===== src/rtl/loong_enc_core.sv =====
// Iterative LOONG-64 encryption core: 4x4 nibble state, UNROLL rounds per clock, valid/ready on both sides.
// Optional build macro LOONG_TWEAK_EN adds a 64-bit tweak XORed into the key of odd rounds.
module loong_enc_core #(
  parameter int ROUNDS = 16,
  parameter int UNROLL = 1
) (
  input  logic        clk,
  input  logic        reset,
  input  logic        in_valid,
  output logic        in_ready,
  input  logic [63:0] plaintext,
  input  logic [63:0] key,
`ifdef LOONG_TWEAK_EN
  input  logic [63:0] tweak,
`endif
  output logic        out_valid,
  input  logic        out_ready,
  output logic [63:0] ciphertext,
  output logic        busy
);

  localparam int RW = $clog2(ROUNDS + 1);

  generate
    if (ROUNDS < 1 || ROUNDS > 16) begin : g_bad_rounds
      $error("loong_enc_core: ROUNDS must be in 1..16");
    end
    if (!(UNROLL == 1 || UNROLL == 2 || UNROLL == 4) || (ROUNDS % UNROLL) != 0) begin : g_bad_unroll
      $error("loong_enc_core: UNROLL must be 1, 2 or 4 and divide ROUNDS");
    end
  endgenerate

  typedef enum logic [1:0] {
    IDLE  = 2'd0,
    ROUND = 2'd1,
    DONE  = 2'd2
  } fsm_e;

  function automatic logic [3:0] sbox(input logic [3:0] x);
    logic [3:0] y;
    case (x)
      4'h0: y = 4'hC;  4'h1: y = 4'h5;  4'h2: y = 4'h6;  4'h3: y = 4'hB;
      4'h4: y = 4'h9;  4'h5: y = 4'h0;  4'h6: y = 4'hA;  4'h7: y = 4'hD;
      4'h8: y = 4'h3;  4'h9: y = 4'hE;  4'hA: y = 4'hF;  4'hB: y = 4'h8;
      4'hC: y = 4'h4;  4'hD: y = 4'h7;  4'hE: y = 4'h1;  default: y = 4'h2;
    endcase
    return y;
  endfunction

  function automatic logic [3:0] rc_tab(input int r);
    logic [3:0] c;
    case (r)
      0:  c = 4'h1;  1:  c = 4'h3;  2:  c = 4'h7;  3:  c = 4'hF;
      4:  c = 4'hE;  5:  c = 4'hD;  6:  c = 4'hB;  7:  c = 4'h6;
      8:  c = 4'hC;  9:  c = 4'h9;  10: c = 4'h2;  11: c = 4'h5;
      12: c = 4'hA;  13: c = 4'h4;  14: c = 4'h8;  15: c = 4'h3;
      default: c = 4'h6;
    endcase
    return c;
  endfunction

  // Round constant lives on the diagonal: cell(i,i) = RC_TAB[r] ^ i, all other cells zero.
  function automatic logic [63:0] rc_val(input int r);
    logic [63:0] v;
    v = '0;
    for (int i = 0; i < 4; i++) begin
      v[63 - 4 * (5 * i) -: 4] = rc_tab(r) ^ 4'(i);
    end
    return v;
  endfunction

  function automatic logic [63:0] sub_cells(input logic [63:0] s);
    logic [63:0] y;
    y = '0;
    for (int n = 0; n < 16; n++) begin
      y[4 * n +: 4] = sbox(s[4 * n +: 4]);
    end
    return y;
  endfunction

  // Row j-th cell becomes x[j] ^ x[j+1] ^ x[j+2] (mod 4), done as cell rotations of a 16-bit row.
  function automatic logic [63:0] mix_row(input logic [63:0] s);
    logic [63:0] y;
    logic [15:0] r;
    y = '0;
    for (int i = 0; i < 4; i++) begin
      r = s[63 - 16 * i -: 16];
      y[63 - 16 * i -: 16] = r ^ {r[11:0], r[15:12]} ^ {r[7:0], r[15:8]};
    end
    return y;
  endfunction

  // Column i-th cell becomes x[i] ^ x[i+1] ^ x[i+3] (mod 4).
  function automatic logic [63:0] mix_col(input logic [63:0] s);
    logic [63:0] y;
    logic [15:0] c;
    logic [15:0] m;
    y = '0;
    for (int j = 0; j < 4; j++) begin
      for (int i = 0; i < 4; i++) begin
        c[15 - 4 * i -: 4] = s[63 - 4 * (4 * i + j) -: 4];
      end
      m = c ^ {c[11:0], c[15:12]} ^ {c[3:0], c[15:4]};
      for (int i = 0; i < 4; i++) begin
        y[63 - 4 * (4 * i + j) -: 4] = m[15 - 4 * i -: 4];
      end
    end
    return y;
  endfunction

  function automatic logic [63:0] loong_round(input logic [63:0] s, input logic [63:0] rk,
                                              input int r);
    return sub_cells(mix_col(mix_row(sub_cells(s)))) ^ rk ^ rc_val(r);
  endfunction

  fsm_e          fsm_q,   fsm_d;
  logic [63:0]   data_q,  data_d;
  logic [63:0]   key_q,   key_d;
  logic [RW-1:0] rnd_q,   rnd_d;
  logic [63:0]   rk_odd;
  logic [63:0]   chain;
  logic          accept;
  int            rn;

`ifdef LOONG_TWEAK_EN
  logic [63:0]   tweak_q, tweak_d;
`endif

  // NOTE: every variable assigned in always_comb gets a default first so no path infers a latch.
  always_comb begin
    fsm_d  = fsm_q;
    data_d = data_q;
    key_d  = key_q;
    rnd_d  = rnd_q;
`ifdef LOONG_TWEAK_EN
    tweak_d = tweak_q;
    rk_odd  = key_q ^ tweak_q;
`else
    rk_odd  = key_q;
`endif

    in_ready = (fsm_q == IDLE) || ((fsm_q == DONE) && out_ready);
    accept   = in_valid && in_ready;

    chain = data_q;
    rn    = 0;
    for (int u = 0; u < UNROLL; u++) begin
      rn    = int'(rnd_q) + u + 1;
      chain = loong_round(chain, rn[0] ? rk_odd : key_q, rn);
    end

    case (fsm_q)
      ROUND: begin
        data_d = chain;
        rnd_d  = rnd_q + RW'(UNROLL);
        if (int'(rnd_q) + UNROLL == ROUNDS) begin
          fsm_d = DONE;
        end
      end
      DONE: begin
        if (out_ready && !in_valid) begin
          fsm_d = IDLE;
        end
      end
      default: ;
    endcase

    // A new block may arrive from IDLE or in the same cycle the previous result drains.
    if (accept) begin
      key_d  = key;
      data_d = plaintext ^ key ^ rc_val(0);
      rnd_d  = '0;
      fsm_d  = ROUND;
`ifdef LOONG_TWEAK_EN
      tweak_d = tweak;
`endif
    end
  end

  // NOTE: sequential state uses non-blocking assignments so all flops update from pre-edge values.
  always_ff @(posedge clk or posedge reset) begin
    if (reset) begin
      fsm_q  <= IDLE;
      data_q <= '0;
      key_q  <= '0;
      rnd_q  <= '0;
    end else begin
      fsm_q  <= fsm_d;
      data_q <= data_d;
      key_q  <= key_d;
      rnd_q  <= rnd_d;
    end
  end

`ifdef LOONG_TWEAK_EN
  always_ff @(posedge clk or posedge reset) begin
    if (reset) begin
      tweak_q <= '0;
    end else begin
      tweak_q <= tweak_d;
    end
  end
`endif

  assign out_valid  = (fsm_q == DONE);
  assign busy       = (fsm_q == ROUND) || (fsm_q == DONE);
  assign ciphertext = out_valid ? data_q : '0;

endmodule


===== config.mk =====
export PLATFORM = sky130hd
export DESIGN_NAME = loong_enc_core
export DESIGN_NICKNAME = d
export VERILOG_FILES = /design/src/rtl/loong_enc_core.sv
export SDC_FILE = /design/constraint.sdc
export NUM_CORES = 1
export LEC_CHECK = 0
export CORE_MARGIN = 5
export CORE_UTILIZATION = 61
export DETAILED_ROUTE_END_ITERATION = 8
export HOLD_SLACK_MARGIN = 0.08
export PLACE_DENSITY = 0.86
export REMOVE_ABC_BUFFERS = 1
export SYNTH_ARGS = -nofsm -noshare
export SYNTH_HDL_FRONTEND = slang
export SYNTH_SLANG_ARGS = --single-unit

===== constraint.sdc =====
create_clock -name clk -period 13.62 [get_ports clk]
set_clock_uncertainty 0.1 [all_clocks]
set_input_delay 2.724 -clock clk [delete_from_list [all_inputs] [get_ports clk]]
set_output_delay 2.724 -clock clk [all_outputs]
set_load 0.05 [all_outputs]

==> results.json, run 1 <==
{
  "status": "complete, no violations",
  "cp_num_buf_inv": 2,
  "cts-root-buf": "clkbuf_16",
  "wirelength_um": 42900,
  "cp-start-kind": "input pin",
  "yosysMostFrequentCell": "nand2_1",
  "crit_required_ps": 10800,
  "synth.mux.area_fraction": 0.0942,
  "grt_first_pass_wirelength_um": 69000,
  "place_hpwl_um": 32600,
  "yosys-top-cells-count": "258 x nand2_1, 187 x xnor2_1, 150 x ha_1",
  "timing.setup.tns_ps": 0,
  "synth_top_family_by_area": "XOR/XNOR gates",
  "ys_warn_count": 0,
  "drc": 0,
  "track_usage": 0.276,
  "drtPass1Iterations": 5,
  "clockBufferDepth": 2,
  "clk_pin_slew_ps": 60,
  "place_congestion": 0.975,
  "syn2layout_area_growth_pct": 15.7,
  "slew_violations": 0,
  "setup_viol": 0,
  "synthCells": 1819,
  "cts_hold_buf": 0,
  "path_cells": "clkdlybuf4s50_1 -> a21o_1 -> clkdlybuf4s50_1",
  "num_rows": 60,
  "via_count": 13496,
  "hold_path_class": "reg -> reg",
  "crit_family": "buffers and inverters",
  "numCtsBuffers": 17,
  "ys_seq_elements": 135,
  "htreeDepth": 4,
  "netlist_area_um2": 16600,
  "die_h_um": 175,
  "antenna_found_initial": 0,
  "drtIter0Drc": 1183,
  "io_pins": 199,
  "grt_max_degree": 79,
  "clock_latency_ps": 440,
  "synth-main-ff-cell": "dfrtp_1",
  "setup_slack_ps": 6570,
  "finalCriticalPeriod_ps": 7050,
  "ff2ff_setup_slack_ps": 8980,
  "ant_nets": 0,
  "avgSynthCellArea_um2": 9.12,
  "cp.arrival_ps": 4230,
  "synth_cell_types": 82,
  "port_buffers": 198,
  "async_reset_ff_frac": 1.00,
  "fmax_mhz": 142,
  "hold_viol": 0,
  "rsz0062_at_grt": "no",
  "period_share": 0.518,
  "cpMaxStageDelayCell": "clkdlybuf4s50_1",
  "synth_compound_area_frac": 0.126,
  "cts_tree": "done",
  "final_net_count": 2231,
  "synth.largest_area_cell": "dfrtp_1",
  "overflow": 0,
  "drive_gt1_frac": 0.0739,
  "synth-xor-area-share": 0.270,
  "synth_simple_gate_area_share": 0.142,
  "criticalPathCategory": "in -> out",
  "clock-sinks": 135,
  "max_stage_delay_ps": 830,
  "end_kind": "output port",
  "crit_path_max_fanout": 3,
  "crit_top_cell": "clkdlybuf4s50_1",
  "synth_fa_ha_area_frac": 0.113,
  "cts_resized": 0,
  "die-area_um2": 30600,
  "grt_pass1_vias": 13365,
  "worst_slew_margin_rel": 0.255,
  "routed_via_density": 5.86,
  "die_w_um": 175,
  "cts_setup_buffers": 0,
  "n_antenna_cell": 0,
  "synth_edf_count": 0,
  "wl_per_cell_um": 18.6,
  "yosys-top-cells-area": "dfrtp_1 20%, ha_1 11%, xnor2_1 9.9%, xor2_1 6.2%, nand2_1 5.8%",
  "hold_ws_ps": 394,
  "core_area_um2": 26900,
  "dp_slack_ps": 6570,
  "ys_seq_area_frac": 0.204,
  "max_cap_violations": 0,
  "utilization": 0.714,
  "worst_pin_slew_ps": 1110,
  "start_util": 0.618,
  "yosys.area.top_type_share": 0.204
}
placed cells by master (no fill, tap or decap), types with 7 or more instances in the layout:
master | netlist | final
xor2_2 | 12 | 12
xnor2_1 | 187 | 187
and2_1 | 68 | 67
o21ai_0 | 79 | 79
xor2_1 | 118 | 118
inv_1 | 108 | 107
o21ai_1 | 32 | 32
nand3_1 | 8 | 8
a211oi_1 | 18 | 18
nor2b_1 | 10 | 10
nor3_1 | 21 | 21
ha_1 | 150 | 148
nor3b_1 | 15 | 15
a21oi_1 | 70 | 70
o31ai_1 | 7 | 7
nand2_1 | 258 | 257
o221ai_1 | 7 | 7
mux4_2 | 39 | 39
nor2_1 | 80 | 80
mux2i_1 | 64 | 64
clkdlybuf4s50_1 | 0 | 198
xor3_1 | 9 | 9
o211ai_1 | 19 | 19
clkbuf_16 | 0 | 17
xnor3_1 | 41 | 41
or3_1 | 7 | 7
dfrtp_1 | 135 | 135
xnor2_2 | 17 | 17
nand2b_1 | 16 | 16
o22ai_1 | 8 | 8
a21o_1 | 17 | 17
flip-flops by register name, indices dropped and copies added, names as in the netlist:
signal	count
key_q	64
data_q	64
fsm_q	2
rnd_q	5
worst min-delay path, cell delays in order, from the launching register on:
cell	delay [ps]
dfrtp_1	350
nand2_1	50
nand2_1	60
cell type report:
| type | count | area (um2) |
|---|---|---|
| clock buffers | 19 | 433 |
| repair buffers | 202 | 2010 |
| inverters | 112 | 425 |
| clock inverters | 12 | 130 |
| well taps | 341 | 427 |
| multi-input cells | 1481 | 12400 |
| fillers | 1917 | 7680 |
| flip-flops and latches | 135 | 3380 |
per-stage QoR:
stage | area [um2] | std cells
after floorplan | 16200 | 1728
after global placement | 18600 | 2271
after detailed placement | 18600 | 2271
after CTS | 19200 | 2302
after global routing | 19200 | 2302
final | 19200 | 2302
per-layer routing:
layer,GRT usage,routed length (um)
met1,0.353,17300
met2,0.489,21900
met3,0.0398,2630
met4,0.0766,978
met5,0,0
kinds of logic (layout without fill, tap and decap cells):
| logic type | count (synthesis) | count (layout) |
|---|---|---|
| XOR/XNOR | 392 | 392 |
| flip-flops | 135 | 135 |
| AND/OR/NAND/NOR | 510 | 510 |
| AO/OA/AOI/OAI | 322 | 322 |
| adder cells (fa/ha/maj) | 150 | 150 |
| multiplexers | 107 | 107 |
| buffers and inverters | 203 | 345 |
final timing paths:
kind / startpoint / endpoint / depth (start not counted)
setup / recovery: out_ready / in_ready / 3
hold / removal: key_q[30]$_DFFE_PP0P_ / key_q[30]$_DFFE_PP0P_ / 2
setup reg to reg: data_q[16]$_DFFE_PP0P_ / data_q[24]$_DFFE_PP0P_ / 12
hold reg to reg: key_q[30]$_DFFE_PP0P_ / key_q[30]$_DFFE_PP0P_ / 2
max in group asynchronous: reset / key_q[10]$_DFFE_PP0P_ / 3
min in group asynchronous: reset / key_q[2]$_DFFE_PP0P_ / 2
Power of run 1 is not shown: default switching activity piles up to over one toggle a cycle in this logic, so the estimate is an artifact.
==> run 2: changes to the inputs <==
Settings changed: CORE_UTILIZATION 61 to 53, PLACE_DENSITY 0.86 to 0.79.
Clock period 13.62 ns to 6.4 ns, I/O delays scaled along.
==> results.json, run 2 (same netlist as run 1, synthesis figures left out) <==
{
  "largestRegisters": "data_q (64), key_q (64), rnd_q (5)",
  "syn2layout_area_growth_pct": 16.4,
  "wirelength_um": 43200,
  "r2r_cells": 12,
  "hold_viol": 0,
  "drtPass1Iterations": 5,
  "cp.arrival_ps": 3210,
  "r2r_end": "data_q[24]$_DFFE_PP0P_",
  "cts_hold_buf": 0,
  "max_cap_violations": 0,
  "rsz0062_at_grt": "no",
  "cp-start-kind": "register",
  "grt_pass1_vias": 13217,
  "startpoint": "fsm_q[0]$_DFFE_PP0P_",
  "cts_resized": 0,
  "port_buffers": 198,
  "core_area_um2": 30700,
  "finalCriticalPeriod_ps": 4590,
  "layout.cells.most_common_list": "257 x nand2_1, 198 x clkdlybuf4s50_1, 187 x xnor2_1",
  "n_antenna_cell": 0,
  "end_kind": "output port",
  "crit_required_ps": 5020,
  "drc": 0,
  "period_share": 0.718,
  "cts_tree": "done",
  "crit_path_max_fanout": 36,
  "cts_setup_buffers": 0,
  "wl_per_cell_um": 18.3,
  "setup_viol": 0,
  "htreeDepth": 4,
  "fill_cells": 2484,
  "clk_pin_slew_ps": 70,
  "cts-root-buf": "clkbuf_16",
  "slew_violations": 0,
  "place_congestion": 0.954,
  "reg2reg_from": "data_q[0]$_DFFE_PP0P_",
  "track_usage": 0.242,
  "worst_pin_slew_ps": 1140,
  "timing.setup.tns_ps": 0,
  "die-area_um2": 35000,
  "clock_latency_ps": 440,
  "fin_area_um2": 19300,
  "clockBufferDepth": 2,
  "antenna_found_initial": 1,
  "ff2ff_setup_slack_ps": 1990,
  "via_count": 13467,
  "numCtsBuffers": 17,
  "worst_slew_margin_rel": 0.241,
  "place_hpwl_um": 32900,
  "drive_gt1_frac": 0.0749,
  "status": "complete, no violations",
  "grt_max_degree": 80,
  "layout_commonest_cell": "nand2_1",
  "ant_nets": 0,
  "grt_first_pass_wirelength_um": 69200,
  "num_rows": 64,
  "die_h_um": 187,
  "drtIter0Drc": 940,
  "multi_input_area_um2": 12400,
  "criticalPathCategory": "reg -> out",
  "clock-sinks": 135,
  "hold_path_class": "reg -> reg",
  "overflow": 0,
  "fmax_mhz": 218,
  "worst_setup_path_endpoint": "ciphertext[1]",
  "place_area_um2": 18700,
  "register_area_um2": 3380,
  "final_net_count": 2233,
  "die_w_um": 187,
  "start_util": 0.540,
  "io_pins": 199,
  "utilization": 0.628,
  "routed_via_density": 5.71
}
## run 2: cell types whose count changed in the layout (fill, tap and decap cells not counted), sizes merged
cell	change
clkinvlp	-1
bufinv	+1
buf	+2
inv	-1
clkbuf	-1
clkinv	+1
## run 2: worst min path at each step
stage / to / cells past startpoint / from
after detailed placement: key_q[60]$_DFFE_PP0P_ / 2 / key_q[60]$_DFFE_PP0P_
after global routing: key_q[8]$_DFFE_PP0P_ / 2 / key_q[8]$_DFFE_PP0P_
final: key_q[13]$_DFFE_PP0P_ / 2 / key_q[13]$_DFFE_PP0P_
after floorplan: key_q[28]$_DFFE_PP0P_ / 2 / key_q[28]$_DFFE_PP0P_
after CTS: key_q[46]$_DFFE_PP0P_ / 2 / key_q[46]$_DFFE_PP0P_
after global placement: key_q[3]$_DFFE_PP0P_ / 2 / key_q[3]$_DFFE_PP0P_
## run 2: final cells by class
| type | instances | share of cell area |
|---|---|---|
| flip-flops and latches | 135 | 0.175 |
| well taps | 396 | 0.0256 |
| repair buffers | 204 | 0.106 |
| clock buffers | 18 | 0.0222 |
| inverters | 112 | 0.0220 |
| multi-input cells | 1481 | 0.642 |
| clock inverters | 12 | 0.00810 |
## run 2: critical path, cell delays in order, from the launching register on
cell and delay [ps]:
dfrtp_1 440, inv_1 110, ha_2 690, buf_4 460
and2_1 240, clkdlybuf4s50_1 820
## run 2: metrics by stage
stage | cells | worst slack [ps] | hold slack (ps)
2_1_floorplan | 1728 | 988 | 358
3_3_place_gp | 2328 | 2220 | 378
3_5_place_dp | 2328 | 2060 | 384
4_1_cts | 2358 | 1770 | 400
5_1_grt | 2358 | 1640 | 412
6_report | 2358 | 1810 | 398
## run 2: metal layers
metal  routed length (um)  GRT usage  part of all wire
met3                 2800     0.0483             0.065
met4                 1370     0.0862             0.032
met1                17800      0.305              0.41
met2                21200      0.415              0.49
met5                   13          0           0.00030
Power of run 2 is left out for the same reason.
